$ cat src/rtl/mux_scan_sequencer_pkg.sv
// Shared definitions for the mux scan sequencer.
//   - FSM state encodings (IDLE / SCAN)
//   - Mux geometry: MUX_WIDTH data inputs, SEL_W select bits
//   - insert_bit(): rebuilds a word one sampled bit at a time
package mux_scan_sequencer_pkg;

  localparam int MUX_WIDTH = 8;
  localparam int SEL_W     = 3;

  localparam logic [0:0] IDLE = 1'b0;
  localparam logic [0:0] SCAN = 1'b1;

  // Index of the last bit slot in a scan.
  localparam logic [SEL_W-1:0] LAST_BIT = 3'd7;

  // Returns word with bit position pos replaced by value b.
  function automatic logic [MUX_WIDTH-1:0] insert_bit(
    input logic [MUX_WIDTH-1:0] word,
    input logic [SEL_W-1:0]     pos,
    input logic                 b
  );
    logic [MUX_WIDTH-1:0] res;
    res      = word;
    res[pos] = b;
    return res;
  endfunction

endpackage

$ cat src/rtl/mux_scan_sequencer_slot_timer.sv
// DIV-modulo slot counter for the mux scan sequencer.
// Ports:
//   clk      in   system clock, rising edge
//   rst      in   asynchronous active-high reset
//   clear    in   synchronous clear (word accept or abort)
//   run      in   count enable (high while scanning)
//   slot_end out  high in the last clock of each DIV-clock slot
module mux_scan_sequencer_slot_timer #(
  parameter int DIV = 4
) (
  input  logic clk,
  input  logic rst,
  input  logic clear,
  input  logic run,
  output logic slot_end
);

  localparam logic [15:0] LAST = 16'(DIV - 1);

  logic [15:0] count;

  // With DIV = 1 LAST is 0, so every running clock is a slot end.
  assign slot_end = run && (count == LAST);

  // Slot counter: clears on request, wraps at the end of every slot.
  always_ff @(posedge clk or posedge rst) begin
    if (rst) begin
      count <= 16'd0;
    end else if (clear) begin
      count <= 16'd0;
    end else if (run) begin
      if (slot_end) begin
        count <= 16'd0;
      end else begin
        count <= count + 16'd1;
      end
    end else begin
      count <= count;
    end
  end

endmodule

$ cat src/rtl/mux_scan_sequencer.sv
// Serialises an 8-bit word through an upstream 8-to-1 mux by stepping its
// select, samples the mux output at the end of every bit slot, rebuilds the
// word and flags a loopback mismatch.
// Ports:
//   clk, rst           clock, asynchronous active-high reset
//   in_valid/in_ready  word handshake; in_data word, msb_first order select
//   abort              cancels a running scan (no done pulse)
//   mux_data/sel/en    drive the mux; mux_out is the mux output returned
//   busy               scan in progress; done one-cycle completion pulse
//   loop_word          rebuilt word; loop_err sticky mismatch flag
module mux_scan_sequencer
  import mux_scan_sequencer_pkg::*;
#(
  parameter int DIV = 4
) (
  input  logic                 clk,
  input  logic                 rst,
  input  logic                 in_valid,
  output logic                 in_ready,
  input  logic [MUX_WIDTH-1:0] in_data,
  input  logic                 msb_first,
  input  logic                 abort,
  output logic [MUX_WIDTH-1:0] mux_data,
  output logic [SEL_W-1:0]     mux_sel,
  output logic                 mux_en,
  input  logic                 mux_out,
  output logic                 busy,
  output logic                 done,
  output logic [MUX_WIDTH-1:0] loop_word,
  output logic                 loop_err
);

  logic [0:0]           state;
  logic                 msb_r;
  logic [SEL_W-1:0]     bit_cnt;
  logic                 accept;
  logic                 timer_clear;
  logic                 slot_end;
  logic [MUX_WIDTH-1:0] word_next;

  assign in_ready    = (state == IDLE) && !rst;
  assign accept      = in_valid && in_ready;
  assign timer_clear = accept || ((state == SCAN) && abort);

  // Word including the sample being taken this cycle, so the final compare
  // sees the last bit.
  assign word_next = insert_bit(loop_word, mux_sel, mux_out);

  mux_scan_sequencer_slot_timer #(.DIV(DIV)) u_slot_timer (
    .clk      (clk),
    .rst      (rst),
    .clear    (timer_clear),
    .run      (state == SCAN),
    .slot_end (slot_end)
  );

  // Scan FSM: accept, step the select per slot, sample and finish or abort.
  always_ff @(posedge clk or posedge rst) begin
    if (rst) begin
      state     <= IDLE;
      msb_r     <= 1'b0;
      bit_cnt   <= 3'd0;
      mux_data  <= 8'h00;
      mux_sel   <= 3'd0;
      mux_en    <= 1'b0;
      busy      <= 1'b0;
      done      <= 1'b0;
      loop_word <= 8'h00;
      loop_err  <= 1'b0;
    end else begin
      done <= 1'b0;
      case (state)
        IDLE: begin
          // Accept wins over a simultaneous abort, which is ignored in IDLE.
          if (accept) begin
            state     <= SCAN;
            mux_data  <= in_data;
            msb_r     <= msb_first;
            mux_sel   <= msb_first ? 3'd7 : 3'd0;
            mux_en    <= 1'b1;
            busy      <= 1'b1;
            bit_cnt   <= 3'd0;
            loop_word <= 8'h00;
            loop_err  <= 1'b0;
          end
        end
        SCAN: begin
          if (abort) begin
            // Partial loop_word / loop_err are left for inspection.
            state  <= IDLE;
            mux_en <= 1'b0;
            busy   <= 1'b0;
          end else if (slot_end) begin
            loop_word <= word_next;
            if (bit_cnt != LAST_BIT) begin
              bit_cnt <= bit_cnt + 3'd1;
              mux_sel <= msb_r ? (mux_sel - 3'd1) : (mux_sel + 3'd1);
            end else begin
              // mux_sel and mux_data keep their last values.
              state    <= IDLE;
              mux_en   <= 1'b0;
              busy     <= 1'b0;
              done     <= 1'b1;
              loop_err <= (word_next != mux_data);
            end
          end
        end
        default: begin
          state  <= IDLE;
          mux_en <= 1'b0;
          busy   <= 1'b0;
        end
      endcase
    end
  end

endmodule

$ cat config.mk
export PLATFORM = sky130hd
export DESIGN_NAME = mux_scan_sequencer
export DESIGN_NICKNAME = d
export VERILOG_FILES = /design/src/rtl/mux_scan_sequencer_pkg.sv /design/src/rtl/mux_scan_sequencer_slot_timer.sv /design/src/rtl/mux_scan_sequencer.sv
export SDC_FILE = /design/constraint.sdc
export NUM_CORES = 1
export LEC_CHECK = 0
export CAP_MARGIN = 10
export CORE_MARGIN = 2
export CORE_UTILIZATION = 30
export DETAILED_ROUTE_END_ITERATION = 8
export GPL_TIMING_DRIVEN = 0
export PLACE_DENSITY_LB_ADDON = 0.12
export SYNTH_ARGS = -nofsm -noshare
export SYNTH_HDL_FRONTEND = slang
export SYNTH_SLANG_ARGS = --single-unit
$ cat constraint.sdc
create_clock -name clk -period 1.91 [get_ports clk]
set_clock_uncertainty 0.05 [all_clocks]
set_input_delay 0.382 -clock clk [delete_from_list [all_inputs] [get_ports clk]]
set_output_delay 0.382 -clock clk [all_outputs]
set_load 0.005 [all_outputs]
==> impl_summary.md <==
Routing
The routed wire length is between 6000 and 7000 um. Using the TritonRoute via totals, the vias-per-cell ratio works out to ~4.9. The average detailed-routed wire length per instance is around 14 um. The remaining number of nets flagged by the antenna check after routing is 0. For this block, the initial DRC count from the detailed router was between 100 and 150. For this block, wires on met1 add up to roughly 3200 um. Summed over all nets, wire length on met2 after detailed routing comes to about 2700 um. The number of search-and-repair iterations in the first detailed-routing pass is 4. The post-route DRC violation count is 0.

In this run the top signal layer used is met4. The via count is about 2100. In the detailed route, the total length drawn on met3 is around 180 um.

Critical path
The critical path in this run is classified as register to register. The nature of the critical path endpoint is a register. Traced cell by cell, the critical path runs through nor4_2, nand4_1, buf_6, nor2_4, buf_6, nor2_4, o21ai_0, o21ai_0.

The critical path data required time is 2030 ps. STA classifies the critical path startpoint as a register. Along the worst path, the maximum fanout reaches 9. The largest single stage delay on the critical path is approximately 450 ps. The data arrival time at the worst-slack endpoint is 2040 ps. The slowest stage cell on the critical path is dfrtp_2.

Cells and area
The count of placed standard cells in the final layout, fillers left out is between 400 and 500. The final layout net count is ~350. The share of post-route cells with drive strength above 1 is 21.45%. The repair_antennas step left the layout with diodes totalling 0. The post-route cell area is around 3300 um^2. The area growth from synthesis to layout is 37.47%. Leaving out fill and tap cells, the most frequent cells in the layout are nand2_1, dfrtp_1, clkdlybuf4s50_1.

Leaving out fill and tap cells, the most frequent cell in the layout is nand2_1. Fill cells in the final layout number 800.

Logic synthesis
Summing the areas of all compound-gate instances in the mapped netlist gives 14.23% of the synthesized area. After synthesis, the share of flip-flops with an asynchronous set or reset is 100.0%. For this run, the leading register cell type out of synthesis is dfrtp_1. Of the total synthesized cell area, the portion taken by XOR and XNOR cells is under 10%. The cell count after synthesis is roughly 270. The flop and latch count out of synthesis is 43.

The mux contribution to synthesized area is 2.536%. The largest family of logic cells by synthesized area is simple AND/OR/NAND/NOR gates. The post-synthesis share of cell area spent on and, or, nand and nor gates is 25.26%. After synthesis the cells add up to about 2400 um^2. Counting distinct cell types in the post-synthesis netlist gives 52. The synthesized area per cell is just under 9 um^2. The fraction of the yosys area taken by sequential cells is around 45%. The proportion of netlist area held by the largest area contributor is between 40% and 50%. Yosys printed 0 warnings.

Synthesis produced a netlist with a net count of 290. Summing the areas of all fa, ha and maj instances in the mapped netlist gives between 2 and 2.5% of the synthesized area. By area the synthesized netlist is led by dfrtp_1, nand2_1, nor2_1.

Summed over all instances, the cell type with the most area after synthesis is dfrtp_1. Yosys mapped a number of flops with a built-in enable equal to 0.

STA
The setup TNS after final layout is -7.432 ps. The number of endpoints with negative hold slack in the final report came to 0. In this run the tightest slew margin relative to its limit is between 60 and 70%. The maximum frequency from static timing analysis is ~520 MHz. The total of endpoints with negative setup slack in the final report is 1. Hold is met by roughly 130 ps.

The max-slew violation total from the final report was 0. After layout, the worst path uses 100.4% of the clock period. Once routing completed, OpenROAD measured the worst setup slack at -7.432 ps.

The transition time of the tightest slew-check pin is about 520 ps. Setup repair after global routing could not meet its margin everywhere. The shortest period the worst path allows is 1917 ps.

GRT
The maximum number of pins on one net before global-route repair is 35. The via count of the first global-routing pass came to about 2000. The overall global routing resource usage is between 10% and 20%. The initial antenna violation count is 0. The first global-routing pass estimated between 10000 and 15000 um of wire. The remaining global-route overflow is 0.

Floorplanning
The floorplan step defined a die boundary enclosing about 8800 um^2. The area of the core is 7767 um^2. The y dimension of the die is 93.77 um.

The I/O pin count is 38. The horizontal die dimension is 93.77 um. The floorplan has 32 rows. Once the floorplan was initialized, standard cells occupied a little under a third of the core.

Clock tree
The total number of clock tree sinks is 43. The cell at the root of the clock tree is clkbuf_8. The TritonCTS clock tree is yes. The number of buffers inserted during clock tree synthesis is 5. No sink is reached through more buffers than the 2 on the longest clock path. The clock-pin slew on the worst setup and hold paths is 90 ps. The clock tree synthesis step divided the H-tree into 2 levels. Clock latency on the worst-skew pair, taken at its later pin, is approximately 300 ps. The cts-stage hold buffer count is 0.

Power and ir drop
The power density normalized to cell area is about 810 nW/um^2. In this run the static leakage power is about 1.4 nW. The total design power is 2.688 mW. IR analysis of the VDD net gives a maximum drop of approximately 0.33 mV.

Run status
The flow ran to the end, but the final reports show violations. The final reports fail on setup timing.

Placed design
Routability-driven placement finished with a final weighted congestion of ~0.89. The estimated wirelength of the detail-placed design is around 4400 um. Summing all placed instances gives a cell area of 2940 um^2. Including well taps, the total number of placed cells is between 400 and 500. Buffers placed on the I/O ports in this run total 37.

Hold path
The worst min-delay path category is input port to async pin.

Run
The number of maximum-capacitance constraint violations is 0.
-- worst max-delay path, delay by kind of cell (launching register included) --
family          cells  cell delay [ps]
buf+inv             2              290
compound gates      2              270
flops               1              450
simple gates        4              720
-- sequential cells by signal, summed over array words and instances (netlist names), 3 cells and up --
register and count:
u_slot_timer.count 16, mux_sel 3, loop_word 8, bit_cnt 3, mux_data 8
-- synthesized netlist by cell type (4+ instances only) --
| master | count |
|---|---|
| dfrtp_1 | 43 |
| nand2_1 | 43 |
| nor2_1 | 30 |
| o21ai_0 | 17 |
| a21oi_1 | 14 |
| inv_1 | 14 |
| xnor2_1 | 8 |
| xor2_1 | 8 |
| buf_2 | 6 |
| mux2i_1 | 5 |
| nand4_1 | 5 |
| nor2b_1 | 5 |
| o41ai_1 | 5 |
| or3_1 | 5 |
| clkbuf_1 | 4 |
| nor3_1 | 4 |
| o21ai_1 | 4 |
-- cells by family after synthesis --
| kind of cell | count (synthesis) |
|---|---|
| AND/OR/NAND/NOR | 122 |
| multiplexers | 6 |
| XOR/XNOR | 16 |
| AO/OA/AOI/OAI | 54 |
| adder cells (fa/ha/maj) | 4 |
| buffers and inverters | 27 |
| flip-flops | 43 |
-- routing by layer --
layer  vias up  GRT usage, %
met1      1031         22.70
met4         0         3.623
met5         -             0
met3         6         2.488
met2        38         21.79
li1       1056             -
-- where the power goes --
group / switching, mW / internal (mW)
sequential: 0.110 / 0.989
clock: 0.328 / 0.329
combinational: 0.464 / 0.467
-- per-stage QoR --
step | utilization [%] | worst slack, ps
floorplan | - | 57.30
global placement | 37.60 | -567.3
detailed placement | 37.85 | -482.0
CTS | 40.71 | 9.354
global route | 42.78 | -82.34
finish | 42.78 | -7.432
-- path summary, 6_finish.rpt --
kind	cells after the start	from	slack, ps	endpoint
worst min-delay path	2	rst	130	u_slot_timer.count[5]$_DFFE_PP0P_
worst max-delay path	8	u_slot_timer.count[3]$_DFFE_PP0P_	-7	loop_word[7]$_DFFE_PP0P_
min in group clk	2	bit_cnt[2]$_DFFE_PP0P_	450	bit_cnt[2]$_DFFE_PP0P_
max in group asynchronous	3	rst	1220	mux_sel[2]$_DFFE_PP0P_
worst max register to register	8	u_slot_timer.count[3]$_DFFE_PP0P_	-7	loop_word[7]$_DFFE_PP0P_
worst min register to register	2	bit_cnt[2]$_DFFE_PP0P_	450	bit_cnt[2]$_DFFE_PP0P_
-- repair_timing --
action,CTS,global route
gates cloned,0,1
endpoints found under the setup margin,29,26
pin swaps,6,13
gates resized for setup,21,34
setup buffers,6,7
-- area by class of cell --
class / count / area [um^2] / area share [%]
clock inverters: 1 / 7.507 / 0.2259
clock buffers: 7 / 96.34 / 2.899
flip-flops and latches: 43 / 1082 / 32.57
plain buffers: 12 / 96.34 / 2.899
multi-input cells: 202 / 1360 / 40.93
repair buffers: 52 / 500.5 / 15.06
inverters: 14 / 52.55 / 1.581
well taps: 102 / 127.6 / 3.840
Note: power is estimated with default switching activity, not from simulation.
